$ cat src/rtl/wb_rr_arbiter_pkg.sv
// Shared Wishbone interconnect definitions: arbiter FSM states, CTI codes and
// the watchdog counter width helper.
package wb_rr_arbiter_pkg;

  typedef enum logic [1:0] {
    ST_IDLE  = 2'd0,
    ST_BUSY  = 2'd1,
    ST_ABORT = 2'd2,
    ST_DRAIN = 2'd3
  } arb_state_t;

  localparam logic [2:0] CTI_CLASSIC = 3'b000;
  localparam logic [2:0] CTI_INC     = 3'b010;
  localparam logic [2:0] CTI_EOB     = 3'b111;

  // A disabled watchdog (limit 0) still gets a 1-bit counter so no vector is empty.
  function automatic int wdog_width(input int limit);
    return (limit == 0) ? 1 : $clog2(limit + 1);
  endfunction

endpackage

$ cat src/rtl/wb_rr_arbiter_if.sv
// Bus bundle between N Wishbone masters, the round-robin arbiter and the
// shared slave. Master vectors are flattened, master 0 in the LSBs.
interface wb_rr_arbiter_if #(
  parameter int num_masters = 2,
  parameter int aw          = 32,
  parameter int dw          = 32
);
  logic [num_masters*aw-1:0]     wbm_adr_i;
  logic [num_masters*dw-1:0]     wbm_dat_i;
  logic [num_masters*dw/8-1:0]   wbm_sel_i;
  logic [num_masters-1:0]        wbm_we_i;
  logic [num_masters-1:0]        wbm_cyc_i;
  logic [num_masters-1:0]        wbm_stb_i;
  logic [num_masters*3-1:0]      wbm_cti_i;
  logic [num_masters*2-1:0]      wbm_bte_i;
  logic [num_masters*dw-1:0]     wbm_dat_o;
  logic [num_masters-1:0]        wbm_ack_o;
  logic [num_masters-1:0]        wbm_err_o;
  logic [num_masters-1:0]        wbm_rty_o;

  logic [aw-1:0]                 wbs_adr_o;
  logic [dw-1:0]                 wbs_dat_o;
  logic [dw/8-1:0]               wbs_sel_o;
  logic                          wbs_we_o;
  logic                          wbs_cyc_o;
  logic                          wbs_stb_o;
  logic [2:0]                    wbs_cti_o;
  logic [1:0]                    wbs_bte_o;
  logic [dw-1:0]                 wbs_dat_i;
  logic                          wbs_ack_i;
  logic                          wbs_err_i;
  logic                          wbs_rty_i;

  // Arbiter view: sink of master requests, source of slave requests.
  modport arb (
    input  wbm_adr_i, wbm_dat_i, wbm_sel_i, wbm_we_i, wbm_cyc_i, wbm_stb_i,
           wbm_cti_i, wbm_bte_i, wbs_dat_i, wbs_ack_i, wbs_err_i, wbs_rty_i,
    output wbm_dat_o, wbm_ack_o, wbm_err_o, wbm_rty_o,
           wbs_adr_o, wbs_dat_o, wbs_sel_o, wbs_we_o, wbs_cyc_o, wbs_stb_o,
           wbs_cti_o, wbs_bte_o
  );

  modport master (
    output wbm_adr_i, wbm_dat_i, wbm_sel_i, wbm_we_i, wbm_cyc_i, wbm_stb_i,
           wbm_cti_i, wbm_bte_i,
    input  wbm_dat_o, wbm_ack_o, wbm_err_o, wbm_rty_o
  );

  modport slave (
    input  wbs_adr_o, wbs_dat_o, wbs_sel_o, wbs_we_o, wbs_cyc_o, wbs_stb_o,
           wbs_cti_o, wbs_bte_o,
    output wbs_dat_i, wbs_ack_i, wbs_err_i, wbs_rty_i
  );
endinterface

$ cat src/rtl/wb_rr_pick.sv
// Rotating priority encoder: first set bit of req searching upward from ptr,
// wrapping modulo num_masters.
module wb_rr_pick #(
  parameter int num_masters = 2
) (
  input  logic [num_masters-1:0]         req,
  input  logic [$clog2(num_masters)-1:0] ptr,
  output logic [$clog2(num_masters)-1:0] idx,
  output logic                           valid
);
  localparam int iw = $clog2(num_masters);

  logic [iw-1:0] cand;

  // Walk from farthest to nearest so the closest requester to ptr is written last.
  always_comb begin
    // NOTE: every output gets a default before the loop so no path infers a latch.
    idx   = '0;
    valid = 1'b0;
    cand  = '0;
    for (int i = num_masters - 1; i >= 0; i--) begin
      cand = iw'((int'(ptr) + i) % num_masters);
      if (req[cand]) begin
        idx   = cand;
        valid = 1'b1;
      end
    end
  end
endmodule

$ cat src/rtl/wb_rr_arbiter.sv
// Round-robin, cycle-holding Wishbone arbiter with a per-beat watchdog that
// terminates a stuck transfer with err and releases the shared slave.
module wb_rr_arbiter
  import wb_rr_arbiter_pkg::*;
#(
  parameter int num_masters = 2,
  parameter int aw          = 32,
  parameter int dw          = 32,
  parameter int timeout     = 255
) (
  input  logic                   wb_clk_i,
  input  logic                   wb_rst_n_i,
  wb_rr_arbiter_if.arb           bus,
  output logic [num_masters-1:0] grant_o,
  output logic                   timeout_o
);
  localparam int iw = $clog2(num_masters);
  localparam int cw = wdog_width(timeout);
  localparam int sw = dw / 8;
  localparam logic [cw-1:0] last_cnt = cw'(timeout - 1);
  localparam logic [iw-1:0] last_idx = iw'(num_masters - 1);

  arb_state_t             state, state_n;
  logic [iw-1:0]          gnt, gnt_n, ptr, ptr_n, gnt_inc, pick_idx;
  logic [cw-1:0]          cnt, cnt_n;
  logic                   pick_valid, cyc_g, stb_g, term, cyc_o, stb_o;
  logic [num_masters-1:0] ack_v, err_v, rty_v;

  wb_rr_pick #(.num_masters(num_masters)) u_pick (
    .req   (bus.wbm_cyc_i),
    .ptr   (ptr),
    .idx   (pick_idx),
    .valid (pick_valid)
  );

  assign cyc_g   = bus.wbm_cyc_i[gnt];
  assign stb_g   = bus.wbm_stb_i[gnt];
  assign term    = bus.wbs_ack_i | bus.wbs_err_i | bus.wbs_rty_i;
  assign gnt_inc = (gnt == last_idx) ? '0 : gnt + 1'b1;

  // Request fields always follow the owner; only cyc/stb are gated by state.
  assign bus.wbs_adr_o = bus.wbm_adr_i[int'(gnt)*aw +: aw];
  assign bus.wbs_dat_o = bus.wbm_dat_i[int'(gnt)*dw +: dw];
  assign bus.wbs_sel_o = bus.wbm_sel_i[int'(gnt)*sw +: sw];
  assign bus.wbs_cti_o = bus.wbm_cti_i[int'(gnt)*3 +: 3];
  assign bus.wbs_bte_o = bus.wbm_bte_i[int'(gnt)*2 +: 2];
  assign bus.wbs_we_o  = bus.wbm_we_i[gnt];
  assign bus.wbs_cyc_o = cyc_o;
  assign bus.wbs_stb_o = stb_o;
  assign bus.wbm_dat_o = {num_masters{bus.wbs_dat_i}};
  assign bus.wbm_ack_o = ack_v;
  assign bus.wbm_err_o = err_v;
  assign bus.wbm_rty_o = rty_v;

  always_ff @(posedge wb_clk_i) begin
    // NOTE: non-blocking updates so every register samples pre-edge values.
    if (!wb_rst_n_i) begin
      state <= ST_IDLE;
      gnt   <= '0;
      ptr   <= '0;
      cnt   <= '0;
    end else begin
      state <= state_n;
      gnt   <= gnt_n;
      ptr   <= ptr_n;
      cnt   <= cnt_n;
    end
  end

  always_comb begin
    state_n   = state;
    gnt_n     = gnt;
    ptr_n     = ptr;
    cnt_n     = '0;
    cyc_o     = 1'b0;
    stb_o     = 1'b0;
    ack_v     = '0;
    err_v     = '0;
    rty_v     = '0;
    timeout_o = 1'b0;
    unique case (state)
      ST_IDLE: begin
        if (pick_valid) begin
          gnt_n   = pick_idx;
          state_n = ST_BUSY;
        end
      end
      ST_BUSY: begin
        cyc_o      = cyc_g;
        stb_o      = cyc_g & stb_g;
        ack_v[gnt] = bus.wbs_ack_i;
        err_v[gnt] = bus.wbs_err_i;
        rty_v[gnt] = bus.wbs_rty_i;
        if (!cyc_g) begin
          ptr_n   = gnt_inc;
          state_n = ST_IDLE;
        end else if (stb_g && !term) begin
          // A termination in the limit cycle takes the other branch, so it wins.
          if (timeout != 0 && cnt == last_cnt) state_n = ST_ABORT;
          else                                 cnt_n   = cnt + 1'b1;
        end
      end
      ST_ABORT: begin
        err_v[gnt] = 1'b1;
        timeout_o  = 1'b1;
        state_n    = ST_DRAIN;
      end
      ST_DRAIN: begin
        if (!cyc_g) begin
          ptr_n   = gnt_inc;
          state_n = ST_IDLE;
        end
      end
      default: state_n = ST_IDLE;
    endcase
  end

  always_comb begin
    grant_o = '0;
    if (state != ST_IDLE) grant_o[gnt] = 1'b1;
  end
endmodule

$ cat src/flat_wrapper.sv
// flat-port wrapper written by rule: the top's interface ports become plain ports
module wb_rr_arbiter_flat import wb_rr_arbiter_pkg::*;
#(
  parameter int num_masters = 2,
  parameter int aw          = 32,
  parameter int dw          = 32,
  parameter int timeout     = 255
)
  (wb_clk_i, wb_rst_n_i, grant_o, timeout_o, bus_wbm_adr_i, bus_wbm_dat_i, bus_wbm_sel_i, bus_wbm_we_i, bus_wbm_cyc_i, bus_wbm_stb_i, bus_wbm_cti_i, bus_wbm_bte_i, bus_wbs_dat_i, bus_wbs_ack_i, bus_wbs_err_i, bus_wbs_rty_i, bus_wbm_dat_o, bus_wbm_ack_o, bus_wbm_err_o, bus_wbm_rty_o, bus_wbs_adr_o, bus_wbs_dat_o, bus_wbs_sel_o, bus_wbs_we_o, bus_wbs_cyc_o, bus_wbs_stb_o, bus_wbs_cti_o, bus_wbs_bte_o);
  wb_rr_arbiter_if #(.num_masters(num_masters), .aw(aw), .dw(dw)) bus_i ();
  input  logic wb_clk_i;
  input  logic wb_rst_n_i;
  output logic [num_masters-1:0] grant_o;
  output logic timeout_o;
  input wire logic [$bits(bus_i.wbm_adr_i)-1:0] bus_wbm_adr_i;
  input wire logic [$bits(bus_i.wbm_dat_i)-1:0] bus_wbm_dat_i;
  input wire logic [$bits(bus_i.wbm_sel_i)-1:0] bus_wbm_sel_i;
  input wire logic [$bits(bus_i.wbm_we_i)-1:0] bus_wbm_we_i;
  input wire logic [$bits(bus_i.wbm_cyc_i)-1:0] bus_wbm_cyc_i;
  input wire logic [$bits(bus_i.wbm_stb_i)-1:0] bus_wbm_stb_i;
  input wire logic [$bits(bus_i.wbm_cti_i)-1:0] bus_wbm_cti_i;
  input wire logic [$bits(bus_i.wbm_bte_i)-1:0] bus_wbm_bte_i;
  input wire logic [$bits(bus_i.wbs_dat_i)-1:0] bus_wbs_dat_i;
  input wire logic [$bits(bus_i.wbs_ack_i)-1:0] bus_wbs_ack_i;
  input wire logic [$bits(bus_i.wbs_err_i)-1:0] bus_wbs_err_i;
  input wire logic [$bits(bus_i.wbs_rty_i)-1:0] bus_wbs_rty_i;
  output wire logic [$bits(bus_i.wbm_dat_o)-1:0] bus_wbm_dat_o;
  output wire logic [$bits(bus_i.wbm_ack_o)-1:0] bus_wbm_ack_o;
  output wire logic [$bits(bus_i.wbm_err_o)-1:0] bus_wbm_err_o;
  output wire logic [$bits(bus_i.wbm_rty_o)-1:0] bus_wbm_rty_o;
  output wire logic [$bits(bus_i.wbs_adr_o)-1:0] bus_wbs_adr_o;
  output wire logic [$bits(bus_i.wbs_dat_o)-1:0] bus_wbs_dat_o;
  output wire logic [$bits(bus_i.wbs_sel_o)-1:0] bus_wbs_sel_o;
  output wire logic [$bits(bus_i.wbs_we_o)-1:0] bus_wbs_we_o;
  output wire logic [$bits(bus_i.wbs_cyc_o)-1:0] bus_wbs_cyc_o;
  output wire logic [$bits(bus_i.wbs_stb_o)-1:0] bus_wbs_stb_o;
  output wire logic [$bits(bus_i.wbs_cti_o)-1:0] bus_wbs_cti_o;
  output wire logic [$bits(bus_i.wbs_bte_o)-1:0] bus_wbs_bte_o;
  assign bus_i.wbm_adr_i = bus_wbm_adr_i;
  assign bus_i.wbm_dat_i = bus_wbm_dat_i;
  assign bus_i.wbm_sel_i = bus_wbm_sel_i;
  assign bus_i.wbm_we_i = bus_wbm_we_i;
  assign bus_i.wbm_cyc_i = bus_wbm_cyc_i;
  assign bus_i.wbm_stb_i = bus_wbm_stb_i;
  assign bus_i.wbm_cti_i = bus_wbm_cti_i;
  assign bus_i.wbm_bte_i = bus_wbm_bte_i;
  assign bus_i.wbs_dat_i = bus_wbs_dat_i;
  assign bus_i.wbs_ack_i = bus_wbs_ack_i;
  assign bus_i.wbs_err_i = bus_wbs_err_i;
  assign bus_i.wbs_rty_i = bus_wbs_rty_i;
  assign bus_wbm_dat_o = bus_i.wbm_dat_o;
  assign bus_wbm_ack_o = bus_i.wbm_ack_o;
  assign bus_wbm_err_o = bus_i.wbm_err_o;
  assign bus_wbm_rty_o = bus_i.wbm_rty_o;
  assign bus_wbs_adr_o = bus_i.wbs_adr_o;
  assign bus_wbs_dat_o = bus_i.wbs_dat_o;
  assign bus_wbs_sel_o = bus_i.wbs_sel_o;
  assign bus_wbs_we_o = bus_i.wbs_we_o;
  assign bus_wbs_cyc_o = bus_i.wbs_cyc_o;
  assign bus_wbs_stb_o = bus_i.wbs_stb_o;
  assign bus_wbs_cti_o = bus_i.wbs_cti_o;
  assign bus_wbs_bte_o = bus_i.wbs_bte_o;
  wb_rr_arbiter #(.num_masters(num_masters), .aw(aw), .dw(dw), .timeout(timeout)) u_core (.wb_clk_i(wb_clk_i), .wb_rst_n_i(wb_rst_n_i), .bus(bus_i), .grant_o(grant_o), .timeout_o(timeout_o));
endmodule
$ cat config.mk
export PLATFORM = sky130hd
export DESIGN_NAME = wb_rr_arbiter_flat
export DESIGN_NICKNAME = d
export VERILOG_FILES = /design/src/rtl/wb_rr_arbiter_pkg.sv /design/src/rtl/wb_rr_arbiter_if.sv /design/src/rtl/wb_rr_pick.sv /design/src/rtl/wb_rr_arbiter.sv /design/src/flat_wrapper.sv
export SDC_FILE = /design/constraint.sdc
export NUM_CORES = 1
export LEC_CHECK = 0
export ABC_AREA = 1
export CORE_AREA = 2 2 132 134
export CTS_BUF_LIST = sky130_fd_sc_hd__clkbuf_16
export DETAILED_ROUTE_END_ITERATION = 12
export DIE_AREA = 0 0 134 136
export GPL_TIMING_DRIVEN = 0
export PLACE_DENSITY_LB_ADDON = 0.12
export SETUP_SLACK_MARGIN = 0.2
export SLEW_MARGIN = 0
export SYNTH_ARGS = -nofsm -noshare
export SYNTH_HDL_FRONTEND = slang
export SYNTH_HIERARCHICAL = 1
export SYNTH_SLANG_ARGS = --single-unit
$ cat constraint.sdc
create_clock -name wb_clk_i -period 2.6 [get_ports wb_clk_i]
set_input_delay 0.52 -clock wb_clk_i [delete_from_list [all_inputs] [get_ports wb_clk_i]]
set_output_delay 0.52 -clock wb_clk_i [all_outputs]
set_load 0.02 [all_outputs]
==> metrics.csv, run 1 <==
metric,value,unit
H-tree levels,1,
global-route wire length before repair,20.31,mm
register area share after synthesis,11.16,%
Setup crit end,bus_wbs_adr_o[9],
RSZ-0062 raised after global routing,true,
synthesized area,2152,µm²
mux cell area share after synthesis,0,%
clk slew on worst S/H paths,0.04,ns
CP most frequent cell,nand2_1,
core area,16880,µm²
final worst clock skew,0.002270,ns
count of different cell masters after synthesis,26,
CP arrival,1.81,ns
Boundary Pins,338,
CP Max Fanout,10,
Std-Cell Rows,48,
# diodes,0,
gr usage total,14.58,%
final wirelength,14.68,mm
yosys warns,6,
R2R setup slack,1.07,ns
DRC viols,0,
critical path depth,6,
die width,134,µm
Crit path max-delay family,buffers and inverters,
final hold viol count,0,
Routed WL per cell,15.42,µm
final setup vio count,0,
"non-filler cells, final",952,
Setup crit start kind,register,
die height,136,µm
DRT iter0 DRCs,73,
CTS tree,done,
routed vias,3444,
main combinational cell family by area after synthesis,simple AND/OR/NAND/NOR gates,
max_cap viols,0,
layout cells sized above 1,12.93,%
Leakage,2.939,nW
largest net degree at the start of global routing,11,
status,"complete, no violations",
Post-Synth Adder-Cell Area,3.488,%
RePlAce Congestion,0.7663,
synthesized area per cell,5.148,µm²
Port Buf Inserts,305,
Num CTS Buffers,3,
final worst setup slack,0.2726,ns
Worst Tran Pin Value,0.3200,ns
final design utilization,33.53,%
total gr overflow,0,
max-slew violations,0,
fin crit period,2.327,ns
Power Density,578.5,nW/µm²
maximum clock frequency,429.7,MHz
fin crit share,89.52,%
die area,18220,µm²
R2R Path End,u_core/cnt[3],
Worst VDD drop,0.0003550,V
Crit-path slowest cell,clkdlybuf4s50_1,
CTS sink count,12,
Post-Synth XOR/XNOR Area,1.628,%
Compound-Gate Fraction of Synth Area,2.849,%
Post-CTS Hold Fix Bufs,0,
#FFs+latches synth,12,
cell depth of the worst flop-to-flop path,8,
Initial Utilization,12.75,%
Post-DP HPWL,12.80,mm
Pwr Total,0.003274,W
Synth Instances,418,
initial antenna violation count,1,
simple-gate area share of the yosys netlist,51.74,%
WP data required,2.08,ns
Worst-Skew Late Latency,0.24,ns
NumNets Final,923,
worst path bufs/invs,4,
Fin Setup TNS,0,ns
placed cell count,948,
slowest cell delay on critical path,0.63,ns
Place WS,-0.1012,ns
Vias per Instance,3.618,
worst path cell trace,"buf_6, inv_4, clkbuf_4, nand2_1, nand2_1, clkdlybuf4s50_1",
final antenna-violating net count,0,
critical path class,reg2out,
"commonest non-fill, non-tap cells in the layout","clkdlybuf4s50_1, nand2_1, buf_4, dlymetal6s2s_1, nor2_1",
number of global-route vias before repair,3230,
Worst slew margin,78.75,%
HP Class,reg2reg,
first drt pass iteration count,4,
Syn Nets,613,
"commonest non-fill, non-tap cell in the layout",clkdlybuf4s50_1,
Root Driver,clkbuf_16,
Layout area overhead,163.0,%
crit path launch,u_core/gnt,
Clock Tree Buf Depth,2,
Setup crit end kind,primary output,
==> flip-flops by register name, summed over array words and instances, names as in the netlist, named ones only <==
register      count
u_core/cnt        8
u_core/ptr        1
u_core/state      1
u_core/gnt        1
==> where the power goes <==
group,internal (W),switching [W]
registers,0.000209,0.0000192
logic,0.00122,0.00154
clock network,0.000202,0.0000790
total,0.00164,0.00164
==> metal layers <==
layer | vias to the layer above | wire length [µm] | global-route usage [%]
met5 | - | 13 | 0
met4 | 2 | 173 | 1.773
met3 | 12 | 1225 | 4.549
met2 | 136 | 7830 | 28.23
met1 | 1491 | 5434 | 15.90
li1 | 1803 | - | -
==> worst min path at each step <==
stage,cells past startpoint,endpoint,start
after floorplan,1,u_core/cnt[7],u_core/cnt[7]
after global placement,1,u_core/cnt[7],u_core/cnt[7]
after detailed placement,1,u_core/cnt[7],u_core/cnt[7]
after CTS,1,u_core/cnt[7],u_core/cnt[7]
after global routing,1,u_core/cnt[7],u_core/cnt[7]
final,1,u_core/cnt[7],u_core/cnt[7]
==> metrics by stage <==
step,area [µm²],hold slack (ns)
floorplan,2152,0.4284
global placement,5487,0.4449
detailed placement,5487,0.4474
CTS,5575,0.4633
global route,5659,0.4899
finish,5659,0.4583
==> cell type report <==
cell class / count / area (µm²)
plain buffers: 81 / 594.3
clock buffers: 3 / 75.07
clock inverters: 1 / 3.754
fillers: 1856 / 11220
inverters: 19 / 73.82
multi-input cells: 306 / 1287
flip-flops and latches: 12 / 240.2
well taps: 225 / 281.5
repair buffers: 305 / 3103
==> synthesized netlist by cell type <==
cell type | number | area, µm²
a21oi_1 | 5 | 25.02
a21oi_4 | 1 | 16.27
buf_1 | 2 | 7.510
buf_2 | 1 | 5.000
buf_4 | 64 | 480.5
buf_6 | 1 | 11.26
clkbuf_1 | 13 | 48.80
dfxtp_1 | 12 | 240.2
ha_1 | 6 | 75.07
inv_1 | 17 | 63.81
inv_2 | 1 | 3.750
inv_4 | 1 | 6.260
nand2_1 | 245 | 919.6
nand2_2 | 2 | 12.51
nand2_4 | 1 | 11.26
nand3_1 | 2 | 10.01
nand4_1 | 3 | 18.77
nor2_1 | 25 | 93.84
nor3_1 | 5 | 25.02
nor3_2 | 1 | 10.01
o21ai_0 | 3 | 15.01
o21ai_1 | 1 | 5.000
or2_1 | 1 | 6.260
or2_2 | 1 | 6.260
xnor2_1 | 1 | 8.760
xor2_1 | 3 | 26.28
==> cell families after synthesis <==
logic type                 count (synthesis)
AOI/OAI and AO/OA                         10
DFF                                       12
xor gates and xnor gates                   4
adders and majority gates                  6
buffers and inverters                    100
and+or+nand+nor                          286
==> what timing repair did <==
| action | CTS | global route |
|---|---|---|
| gates resized for setup | 45 | 39 |
| endpoints found under the hold margin | 0 | 0 |
| setup endpoints to repair | 83 | 59 |
| setup buffers | 0 | 0 |
| pin swaps | 0 | 0 |
No activity file was read; power rests on OpenSTA's default activity.
==> inputs of run 2 (changes only) <==
- CORE_AREA: 2 2 132 134 -> 8 8 124 126
- DIE_AREA: 0 0 134 136 -> 0 0 132 134
- PLACE_DENSITY: default -> 0.68
- PLACE_DENSITY_LB_ADDON: 0.12 -> default
==> run 2 against run 1 <==
  * Final cell count is 4.7% lower
  * Fmax barely moved
  * Power is essentially flat
  * Via count up 0.84%
  * Largest power group unchanged
  * Critical path depth stayed put
==> metrics.csv, run 2 (synthesis results as in run 1) <==
metric,value,unit,change
R2R setup slack,1.08,ns,about the same
H-tree levels,1,,unchanged
final worst setup slack,0.2748,ns,+0.002167 ns
final wirelength,14.77,mm,+0.61%
WP data required,2.08,ns,about the same
Place WS,-0.03094,ns,+0.07026 ns
"commonest non-fill, non-tap cells in the layout","nand2_1, clkdlybuf4s50_1, buf_4, dlymetal6s2s_1, nor2_1",,
Setup crit end kind,primary output,,
global-route wire length before repair,21.09,mm,+3.8%
RSZ-0062 raised after global routing,true,,
Vias per Instance,3.829,,+5.8%
total gr overflow,0,,unchanged
layout cells sized above 1,12.79,%,-0.14 points
Root Driver,clkbuf_16,,
Clock Tree Buf Depth,2,,unchanged
die height,134,µm,-1.5%
P_int,0.001623,W,-0.76%
Power Density,582.9,nW/µm²,+0.76%
register area,240.2,µm²,unchanged
DRT iter0 DRCs,140,,+92%
CP arrival,1.81,ns,about the same
cell depth of the worst flop-to-flop path,8,,unchanged
status,"complete, no violations",,
sequential share of power,7.0,%,about the same
Initial Utilization,15.94,%,+3.2 points
Sw Pwr,0.001654,W,+0.94%
Gate power share,84.2,%,-0.2 points
initial antenna violation count,0,,-1
max_cap viols,0,,unchanged
gr usage total,15.11,%,+0.53 points
"non-filler cells, final",907,,-4.7%
Final Instance Area,5622,µm²,-0.66%
die area,17690,µm²,-2.9%
number of global-route vias before repair,3288,,+1.8%
Routed WL per cell,16.28,µm,+5.6%
R2R Path End,u_core/cnt[3],,
Setup crit start kind,register,,
routed vias,3473,,+0.84%
"commonest non-fill, non-tap cell in the layout",nand2_1,,
final setup vio count,0,,unchanged
# fillers,1410,,-24%
largest net degree at the start of global routing,11,,unchanged
Worst slew margin,79.46,%,+0.72 points
Multi-input gate area,1285,µm²,-0.19%
maximum clock frequency,430.1,MHz,about the same
Port Buf Inserts,305,,unchanged
RePlAce Congestion,0.8146,,+6.3%
final worst clock skew,0.006291,ns,+0.004021 ns
clock share of power,8.8,%,+0.2 points
Post-CTS Hold Fix Bufs,0,,unchanged
Post-DP HPWL,12.87,mm,+0.54%
die width,132,µm,-1.5%
CTS sink count,12,,unchanged
fin crit period,2.325,ns,-0.002167 ns
clk slew on worst S/H paths,0.05,ns,about the same
final antenna-violating net count,0,,unchanged
CP Max Fanout,10,,unchanged
CTS tree,done,,
crit path launch,u_core/gnt,,
HP Class,reg2reg,,
# diodes,0,,unchanged
switching share of power,50.48,%,+0.42 points
DRC viols,0,,unchanged
Biggest register,u_core/cnt,,
Layout area overhead,161.2,%,
Worst Tran Pin Value,0.3093,ns,-0.01078 ns
max reg flops,8,,unchanged
max-slew violations,0,,unchanged
hold depth,1,,unchanged
core area,13500,µm²,-20%
Leakage,3.044,nW,+3.6%
Pwr Total,0.003277,W,about the same
first drt pass iteration count,6,,+2
Setup crit end,bus_wbs_dat_o[3],,
Worst-Skew Late Latency,0.24,ns,about the same
final hold viol count,0,,unchanged
placement-stage cell area,5430,µm²,-1.0%
Std-Cell Rows,43,,-10%
Worst VDD drop,0.0003803,V,+7.1%
placed cell count,903,,-4.7%
critical path class,reg2out,,
fin crit share,89.43,%,about the same
Num CTS Buffers,3,,unchanged
Boundary Pins,338,,unchanged
NumNets Final,923,,unchanged
[run 2: changes by cell type in the layout (fill, tap and decap cells not counted), sizes merged]
cell,change
clkdlybuf4s50,-10
clkbuf,+1
dlymetal6s2s,+10
clkdlybuf4s15,-1
[run 2: area by class of cell]
class | instances | share of cell area, %
multi-input cells | 306 | 22.86
clock buffers | 3 | 1.335
plain buffers | 81 | 10.62
flip-flops and latches | 12 | 4.273
inverters | 19 | 1.313
well taps | 180 | 4.006
repair buffers | 305 | 55.53
clock inverters | 1 | 0.06677
[run 2: power groups by stage]
stage               logic (W)  clock network, W  registers [W]
global route          0.00297          0.000309       0.000232
finish                0.00276          0.000289       0.000229
detailed placement    0.00286                 0       0.000233
global placement      0.00286                 0       0.000232
floorplan             0.00141                 0       0.000227
CTS                   0.00284          0.000298       0.000229
[run 2: routing by layer]
metal	global-route usage (%)	up-vias	wire length, µm
li1	-	1801	-
met1	17.72	1519	6054
met2	27.47	149	7560
met3	4.488	4	1108
met4	1.149	0	42
met5	0	-	0
[run 2: worst min-delay path by stage]
stage                   from            end
2_1_floorplan  u_core/cnt[7]  u_core/cnt[7]
3_3_place_gp   u_core/cnt[7]  u_core/cnt[7]
3_5_place_dp   u_core/cnt[7]  u_core/cnt[7]
4_1_cts        u_core/cnt[7]  u_core/cnt[7]
5_1_grt        u_core/cnt[3]  u_core/cnt[3]
6_report       u_core/cnt[7]  u_core/cnt[7]
[run 2: critical path, cell delays in order, from the launching register on]
cell and delay [ns]:
dfxtp_1 0.30, buf_6 0.14, inv_4 0.13, buf_2 0.24
nand2_1 0.08, nand2_1 0.06, clkdlybuf4s50_1 0.60
[run 2: repair_timing]
item | 4_1_cts | 5_1_grt
cloned | 0 | 0
gates resized for setup | 43 | 51
setup endpoints to repair | 82 | 59
buffers inserted | 0 | 0
[run 2: through the flow]
step / hold slack (ns) / setup TNS (ns) / utilization, %
after detailed placement: 0.4510 / -0.07280 / 40.21
after CTS: 0.4596 / 0 / 40.85
after global routing: 0.5031 / 0 / 41.63
after global placement: 0.4401 / -0.02975 / 40.21
final: 0.4609 / 0 / 41.63
after floorplan: 0.4284 / 0 / -
